==> src/rtl/spi_master_engine.sv <==
// spi_master_engine: SPI mode-0 burst master moving bytes between a data register file and the serial bus
module spi_master_engine #(
  parameter int N = 8,
  parameter int DIV = 2
) (
  input  logic         clk,
  input  logic         rst,
  input  logic         send,
  input  logic         all_1s,
  input  logic         all_0s,
  input  logic [N-1:0] n_tx_end,
  output logic [N-1:0] rd_addr,
  input  logic [31:0]  rd_data,
  output logic         wr_en,
  output logic [N-1:0] wr_addr,
  output logic [31:0]  wr_data,
  output logic         sclk,
  output logic         mosi,
  input  logic         miso,
  output logic         cs_n,
  output logic         busy,
  output logic         done,
  output logic [N-1:0] n_rx_end
);
  typedef enum logic [2:0] {IDLE, LOAD, FETCH, SHIFT, STORE, DONE} state_t;
  state_t state;
  logic [N-1:0] idx, n_end;
  logic a1, a0;
  logic [7:0] tx, rx, cnt, fetched;
  logic [3:0] half;
  logic tick, unused_bits;
  assign rd_addr = idx;
  assign tick = cnt == 8'(DIV - 1);
  assign fetched = a1 ? 8'hFF : a0 ? 8'h00 : rd_data[7:0];
  assign unused_bits = ^rd_data[31:8];
  // burst sequencer: fetch a byte, shift it out while shifting one in, write it back
  always_ff @(posedge clk or negedge rst) begin
    if (!rst) begin
      state <= IDLE;
      idx <= '0;
      n_end <= '0;
      a1 <= 1'b0;
      a0 <= 1'b0;
      tx <= '0;
      rx <= '0;
      cnt <= '0;
      half <= '0;
      sclk <= 1'b0;
      mosi <= 1'b0;
      cs_n <= 1'b1;
      busy <= 1'b0;
      done <= 1'b0;
      wr_en <= 1'b0;
      wr_addr <= '0;
      wr_data <= '0;
      n_rx_end <= '0;
    end else begin
      wr_en <= 1'b0;
      done <= 1'b0;
      case (state)
        IDLE: if (send) begin
          state <= LOAD;
          idx <= '0;
          n_end <= n_tx_end;
          a1 <= all_1s;
          a0 <= all_0s;
          cs_n <= 1'b0;
          busy <= 1'b1;
        end
        LOAD: state <= FETCH;
        FETCH: begin
          tx <= fetched;
          mosi <= fetched[7];
          cnt <= '0;
          half <= '0;
          state <= SHIFT;
        end
        SHIFT: if (tick) begin
          cnt <= '0;
          sclk <= ~sclk;
          half <= half + 4'd1;
          if (!sclk) rx <= {rx[6:0], miso};
          else begin
            tx <= {tx[6:0], 1'b0};
            mosi <= tx[6];
          end
          if (half == 4'd15) begin
            state <= STORE;
            wr_en <= 1'b1;
            wr_addr <= idx;
            wr_data <= {24'b0, rx};
          end
        end else cnt <= cnt + 8'd1;
        STORE: if (idx == n_end) begin
          state <= DONE;
          done <= 1'b1;
          cs_n <= 1'b1;
          n_rx_end <= idx;
        end else begin
          idx <= idx + 1'b1;
          state <= LOAD;
        end
        DONE: begin
          busy <= 1'b0;
          state <= IDLE;
        end
        default: state <= IDLE;
      endcase
    end
  end
endmodule

==> config.mk <==
export PLATFORM = sky130hd
export DESIGN_NAME = spi_master_engine
export DESIGN_NICKNAME = d
export VERILOG_FILES = /design/src/rtl/spi_master_engine.sv
export SDC_FILE = /design/constraint.sdc
export NUM_CORES = 1
export LEC_CHECK = 0
export BUFFER_PORTS_ARGS = -buffer_cell sky130_fd_sc_hd__buf_2
export CAP_MARGIN = 20
export CORE_UTILIZATION = 44
export DETAILED_ROUTE_END_ITERATION = 10
export HOLD_SLACK_MARGIN = 0.05
export PLACE_DENSITY_LB_ADDON = 0.1
export SLEW_MARGIN = 15
export SYNTH_ARGS = -nofsm -noshare
export SYNTH_HDL_FRONTEND = slang
export SYNTH_SLANG_ARGS = --single-unit
==> constraint.sdc <==
create_clock -name clk -period 2.9 [get_ports clk]
set_input_delay 0.145 -clock clk [delete_from_list [all_inputs] [get_ports clk]]
set_output_delay 0.145 -clock clk [all_outputs]
set_load 0.1 [all_outputs]
==> flow_summary.html <==
<table>
<tr><th>Metric</th><th>Value</th></tr>
<tr><th colspan="2">Final layout</th></tr>
<tr><td>P&amp;R area growth vs syn</td><td>15.99%</td></tr>
<tr><td>Final Instance Count excl. Fillers</td><td>501</td></tr>
<tr><td>Ratio of cells with drive above 1 in the final layout</td><td>35.61%</td></tr>
<tr><td>Post-layout nets</td><td>441</td></tr>
<tr><td>Filler cell count</td><td>755</td></tr>
<tr><td>Core occupancy in the finished layout</td><td>52.97%</td></tr>
<tr><td>Number of diodes</td><td>0</td></tr>
<tr><th colspan="2">Timing</th></tr>
<tr><td>Highest Clock Rate</td><td>452.5 MHz</td></tr>
<tr><td>Period utilisation layout</td><td>76.21%</td></tr>
<tr><td>Worst Setup Slack, final</td><td>0.6899 ns</td></tr>
<tr><td>Setup repair after global routing missed its margin</td><td>false</td></tr>
<tr><td>Setup Viol. Count Final</td><td>0</td></tr>
<tr><td>Worst slew pin tran</td><td>0.9623 ns</td></tr>
<tr><td>Headroom to the max-slew limit</td><td>35.85%</td></tr>
<tr><td>Number of max-slew violations in the final report</td><td>0</td></tr>
<tr><td>Hold Vio Cnt, Final</td><td>0</td></tr>
<tr><td>Layout Skew</td><td>0.008681 ns</td></tr>
<tr><td>Total negative slack</td><td>0 ns</td></tr>
<tr><td>Final worst path period need</td><td>2.210 ns</td></tr>
<tr><th colspan="2">Power and ir drop</th></tr>
<tr><td>Static leakage</td><td>2.196 nW</td></tr>
<tr><td>Sw Share</td><td>36.80%</td></tr>
<tr><td>Net Sw Power</td><td>1.211 mW</td></tr>
<tr><td>Power share of the clock group</td><td>24.8%</td></tr>
<tr><td>Combinational share of power</td><td>31.3%</td></tr>
<tr><td>Total power density per cell area</td><td>752.1 nW/um^2</td></tr>
<tr><td>Largest vdd supply drop</td><td>0.4270 mV</td></tr>
<tr><td>Internal Pwr Total</td><td>2.079 mW</td></tr>
<tr><td>Total Power Consumption</td><td>3.290 mW</td></tr>
<tr><td>Sequential cell fraction of total power</td><td>43.8%</td></tr>
<tr><th colspan="2">Place</th></tr>
<tr><td>Placed Cells incl. Taps</td><td>473</td></tr>
<tr><td>Worst-case setup slack after placement</td><td>0.6771 ns</td></tr>
<tr><td>Last weighted congestion value of the routability-driven placer</td><td>0.7651</td></tr>
<tr><td>Number of input and output port buffers inserted</td><td>59</td></tr>
<tr><td>Total half-perimeter wirelength after legalization and detailed placement</td><td>4.496 mm</td></tr>
<tr><th colspan="2">Routing</th></tr>
<tr><td>Routed WL per cell</td><td>13.60 um</td></tr>
<tr><td>Via count of the routed design</td><td>2546</td></tr>
<tr><td>DR vias/cell</td><td>5.082</td></tr>
<tr><td>Post-route DRC</td><td>0</td></tr>
<tr><td>Number of iterations in the first detailed-routing pass</td><td>4</td></tr>
<tr><td>DRC marker count from the first detailed-route iteration</td><td>119</td></tr>
<tr><td>Total detailed-routing wirelength</td><td>6.814 mm</td></tr>
<tr><td>Number of nets with antenna violations after detailed routing</td><td>0</td></tr>
<tr><th colspan="2">Job</th></tr>
<tr><td>Max-cap violations</td><td>0</td></tr>
<tr><th colspan="2">Synthesis</th></tr>
<tr><td>Library cell occupying the most area in the post-synthesis netlist</td><td>sky130_fd_sc_hd__dfrtp_1</td></tr>
<tr><td>Top cells by area in the synthesized netlist</td><td>sky130_fd_sc_hd__dfrtp_1, sky130_fd_sc_hd__mux2_2, sky130_fd_sc_hd__buf_4, sky130_fd_sc_hd__mux2_4, sky130_fd_sc_hd__o21ai_0</td></tr>
<tr><td>Area share of the leading cell type in the synthesized netlist</td><td>51.09%</td></tr>
<tr><td>Count leader, synth</td><td>sky130_fd_sc_hd__dfrtp_1</td></tr>
<tr><td>Share of synthesized registers carrying an async set or reset</td><td>100.0%</td></tr>
<tr><td>Post-Syn Instances</td><td>321</td></tr>
<tr><td>Number of flops mapped to enable cells by yosys</td><td>0</td></tr>
<tr><td>Sequential fraction of the synthesis area</td><td>51.79%</td></tr>
<tr><td>Mean instance size in the synthesized netlist</td><td>11.75 um^2</td></tr>
<tr><td>Post-Synthesis Cell Area</td><td>3771 um^2</td></tr>
<tr><td>Post-synth top cells</td><td>sky130_fd_sc_hd__dfrtp_1, sky130_fd_sc_hd__mux2_2, sky130_fd_sc_hd__buf_4</td></tr>
<tr><td>Post-synthesis cell type count</td><td>49</td></tr>
<tr><td>Prevailing post-synth register cell</td><td>sky130_fd_sc_hd__dfrtp_1</td></tr>
<tr><td>Count of state elements after synthesis</td><td>78</td></tr>
<tr><td>Synth Warn #</td><td>0</td></tr>
<tr><th colspan="2">GRT</th></tr>
<tr><td>Largest net degree at the start of global routing</td><td>79</td></tr>
<tr><td>Wire length of the first global-routing pass</td><td>11.32 mm</td></tr>
<tr><td>Sum of overflow across all layers after global routing</td><td>0</td></tr>
<tr><td>Total Routing Usage GR</td><td>16.49%</td></tr>
<tr><td>Number of antenna violations at the first check in global routing</td><td>1</td></tr>
<tr><td>Number of global-route vias before repair</td><td>2367</td></tr>
<tr><th colspan="2">Clock network</th></tr>
<tr><td>Register clock-pin slew on the reported worst setup and hold paths</td><td>0.08 ns</td></tr>
<tr><td>Number of gates resized after CTS</td><td>0</td></tr>
<tr><td>Number of buffers added to fix hold violations after cts</td><td>12</td></tr>
<tr><td>Clock latency of the later-clocked register in the worst-skew pair</td><td>0.34 ns</td></tr>
<tr><td>Clock sinks</td><td>78</td></tr>
<tr><td>Library cell used as clock root buffer</td><td>sky130_fd_sc_hd__clkbuf_8</td></tr>
<tr><td>CTS tree</td><td>built</td></tr>
<tr><td>Number of post-CTS setup repair buffers</td><td>0</td></tr>
<tr><td>Maximum clock path buffer count</td><td>2</td></tr>
<tr><td>Number of buffers inserted during clock tree synthesis</td><td>9</td></tr>
<tr><td>H-tree depth reported by CTS</td><td>3</td></tr>
<tr><th colspan="2">Die</th></tr>
<tr><td>Number of placement rows</td><td>33</td></tr>
<tr><td>Count of boundary I/O pins</td><td>108</td></tr>
<tr><td>Area of the die</td><td>8945 um^2</td></tr>
<tr><td>Placeable core region</td><td>8258 um^2</td></tr>
<tr><td>Starting density of the core</td><td>45.67%</td></tr>
<tr><td>Horizontal die dimension</td><td>94.58 um</td></tr>
<tr><td>Floorplan die height</td><td>94.58 um</td></tr>
<tr><th colspan="2">Outcome</th></tr>
<tr><td>Result of the run</td><td>finished, final reports clean</td></tr>
<tr><th colspan="2">Critical path</th></tr>
<tr><td>Kind of end point of the critical path</td><td>flip-flop</td></tr>
<tr><td>Critical Path Source Type</td><td>flip-flop</td></tr>
<tr><td>Highest fanout seen on the critical path</td><td>18</td></tr>
<tr><td>Data required time at the worst endpoint</td><td>3.12 ns</td></tr>
<tr><td>Setup CP Type</td><td>flip-flop to flip-flop</td></tr>
<tr><td>Signal arrival time at the worst endpoint</td><td>2.43 ns</td></tr>
<tr><th colspan="2">Worst hold path</th></tr>
<tr><td>Type of the most critical hold path</td><td>input pin to flip-flop</td></tr>
</table>
## cells in the final DEF, fill, tap and decap left out, types with 2 or more instances in the layout
master / n
sky130_fd_sc_hd__a211oi_1: 2
sky130_fd_sc_hd__a21oi_1: 10
sky130_fd_sc_hd__a221o_1: 6
sky130_fd_sc_hd__and3_1: 4
sky130_fd_sc_hd__buf_2: 58
sky130_fd_sc_hd__buf_4: 6
sky130_fd_sc_hd__clkbuf_8: 10
sky130_fd_sc_hd__clkinvlp_4: 2
sky130_fd_sc_hd__conb_1: 24
sky130_fd_sc_hd__dfrtp_1: 77
sky130_fd_sc_hd__dlygate4sd3_1: 12
sky130_fd_sc_hd__ha_1: 4
sky130_fd_sc_hd__inv_1: 7
sky130_fd_sc_hd__mux2_2: 39
sky130_fd_sc_hd__mux2_4: 10
sky130_fd_sc_hd__nand2_1: 22
sky130_fd_sc_hd__nand2b_1: 2
sky130_fd_sc_hd__nand3_1: 11
sky130_fd_sc_hd__nand4_1: 4
sky130_fd_sc_hd__nor2_1: 9
sky130_fd_sc_hd__nor3_1: 7
sky130_fd_sc_hd__nor3_2: 2
sky130_fd_sc_hd__nor3b_1: 2
sky130_fd_sc_hd__nor4_1: 2
sky130_fd_sc_hd__o21ai_0: 23
sky130_fd_sc_hd__o22ai_1: 2
sky130_fd_sc_hd__or2_2: 2
sky130_fd_sc_hd__or3_1: 2
sky130_fd_sc_hd__xnor2_1: 9
sky130_fd_sc_hd__xor2_1: 4
## layout make-up
cell class / count / area [um^2] / area share, %
clock inverter: 5 / 58.81 / 1.344
inverter: 8 / 30.03 / 0.6865
clock buffer: 11 / 141.4 / 3.232
tap: 105 / 131.4 / 3.003
multi-input combinational: 218 / 1604 / 36.67
timing repair buffer: 76 / 455.4 / 10.41
sequential: 78 / 1953 / 44.65
## worst max-delay path, stage by stage (launching register included)
cell	delay, ns
sky130_fd_sc_hd__dfrtp_1	0.51
sky130_fd_sc_hd__nor3b_2	0.21
sky130_fd_sc_hd__buf_4	0.17
sky130_fd_sc_hd__nand3_1	0.11
sky130_fd_sc_hd__or3_1	0.65
sky130_fd_sc_hd__a221o_1	0.45
## sequential cells by signal, summed over array words and instances, names as in the netlist, 3 cells and up
register  flops
cnt           8
n_end         8
n_rx_end      8
rd_addr       8
rx            8
wr_addr       8
wr_data       8
tx            7
half          4
state         3
## routing by layer
| layer | track usage, % | share of wire [%] | vias up |
|---|---|---|---|
| met5 | 0 | 0 | - |
| met4 | 5.303 | 1.0 | 0 |
| met3 | 4.589 | 4.3 | 7 |
| met2 | 26.33 | 45 | 66 |
| met1 | 21.74 | 49 | 1246 |
| li1 | - | - | 1227 |
## power groups by stage
stage / Combinational (mW) / Clock [mW] / Sequential [mW]
after floorplan: 0.728 / 0 / 1.58
after global placement: 1.02 / 0 / 1.46
after detailed placement: 1.03 / 0 / 1.46
after CTS: 1.04 / 0.845 / 1.44
after global routing: 1.13 / 0.889 / 1.47
final: 1.03 / 0.816 / 1.44
## worst paths after layout
check	cells after the start	slack [ns]	end	startpoint
worst max register to register	5	0.69	rd_addr[7]$_DFFE_PN0P_	state[0]$_DFFE_PN0P_
max in group asynchronous	2	1.78	rd_addr[7]$_DFFE_PN0P_	rst
min in group asynchronous	2	0.49	wr_data[6]$_DFFE_PN0P_	rst
worst min-delay path	3	0.09	tx[0]$_DFFE_PN0P_	rd_data[0]
worst min register to register	2	0.50	cs_n$_DFFE_PN1P_	cs_n$_DFFE_PN1P_
worst max-delay path	5	0.69	rd_addr[7]$_DFFE_PN0P_	state[0]$_DFFE_PN0P_
## through the flow
step / hold slack [ns] / instance area [um^2]
after floorplan: -0.1506 / 3857
after global placement: 0.3543 / 4054
after detailed placement: 0.3601 / 4054
after CTS: 0.07408 / 4374
after global routing: 0.08945 / 4374
final: 0.09123 / 4374
## cell families after synthesis
family | share of synthesized area, %
flops | 51.79
simple gates | 11.21
compound gates | 8.958
mux | 15.63
buf+inv | 7.963
xor+xnor | 3.019
fa+ha+maj | 1.327
other cells | 0.09944
(Power assumes the default switching activity.)
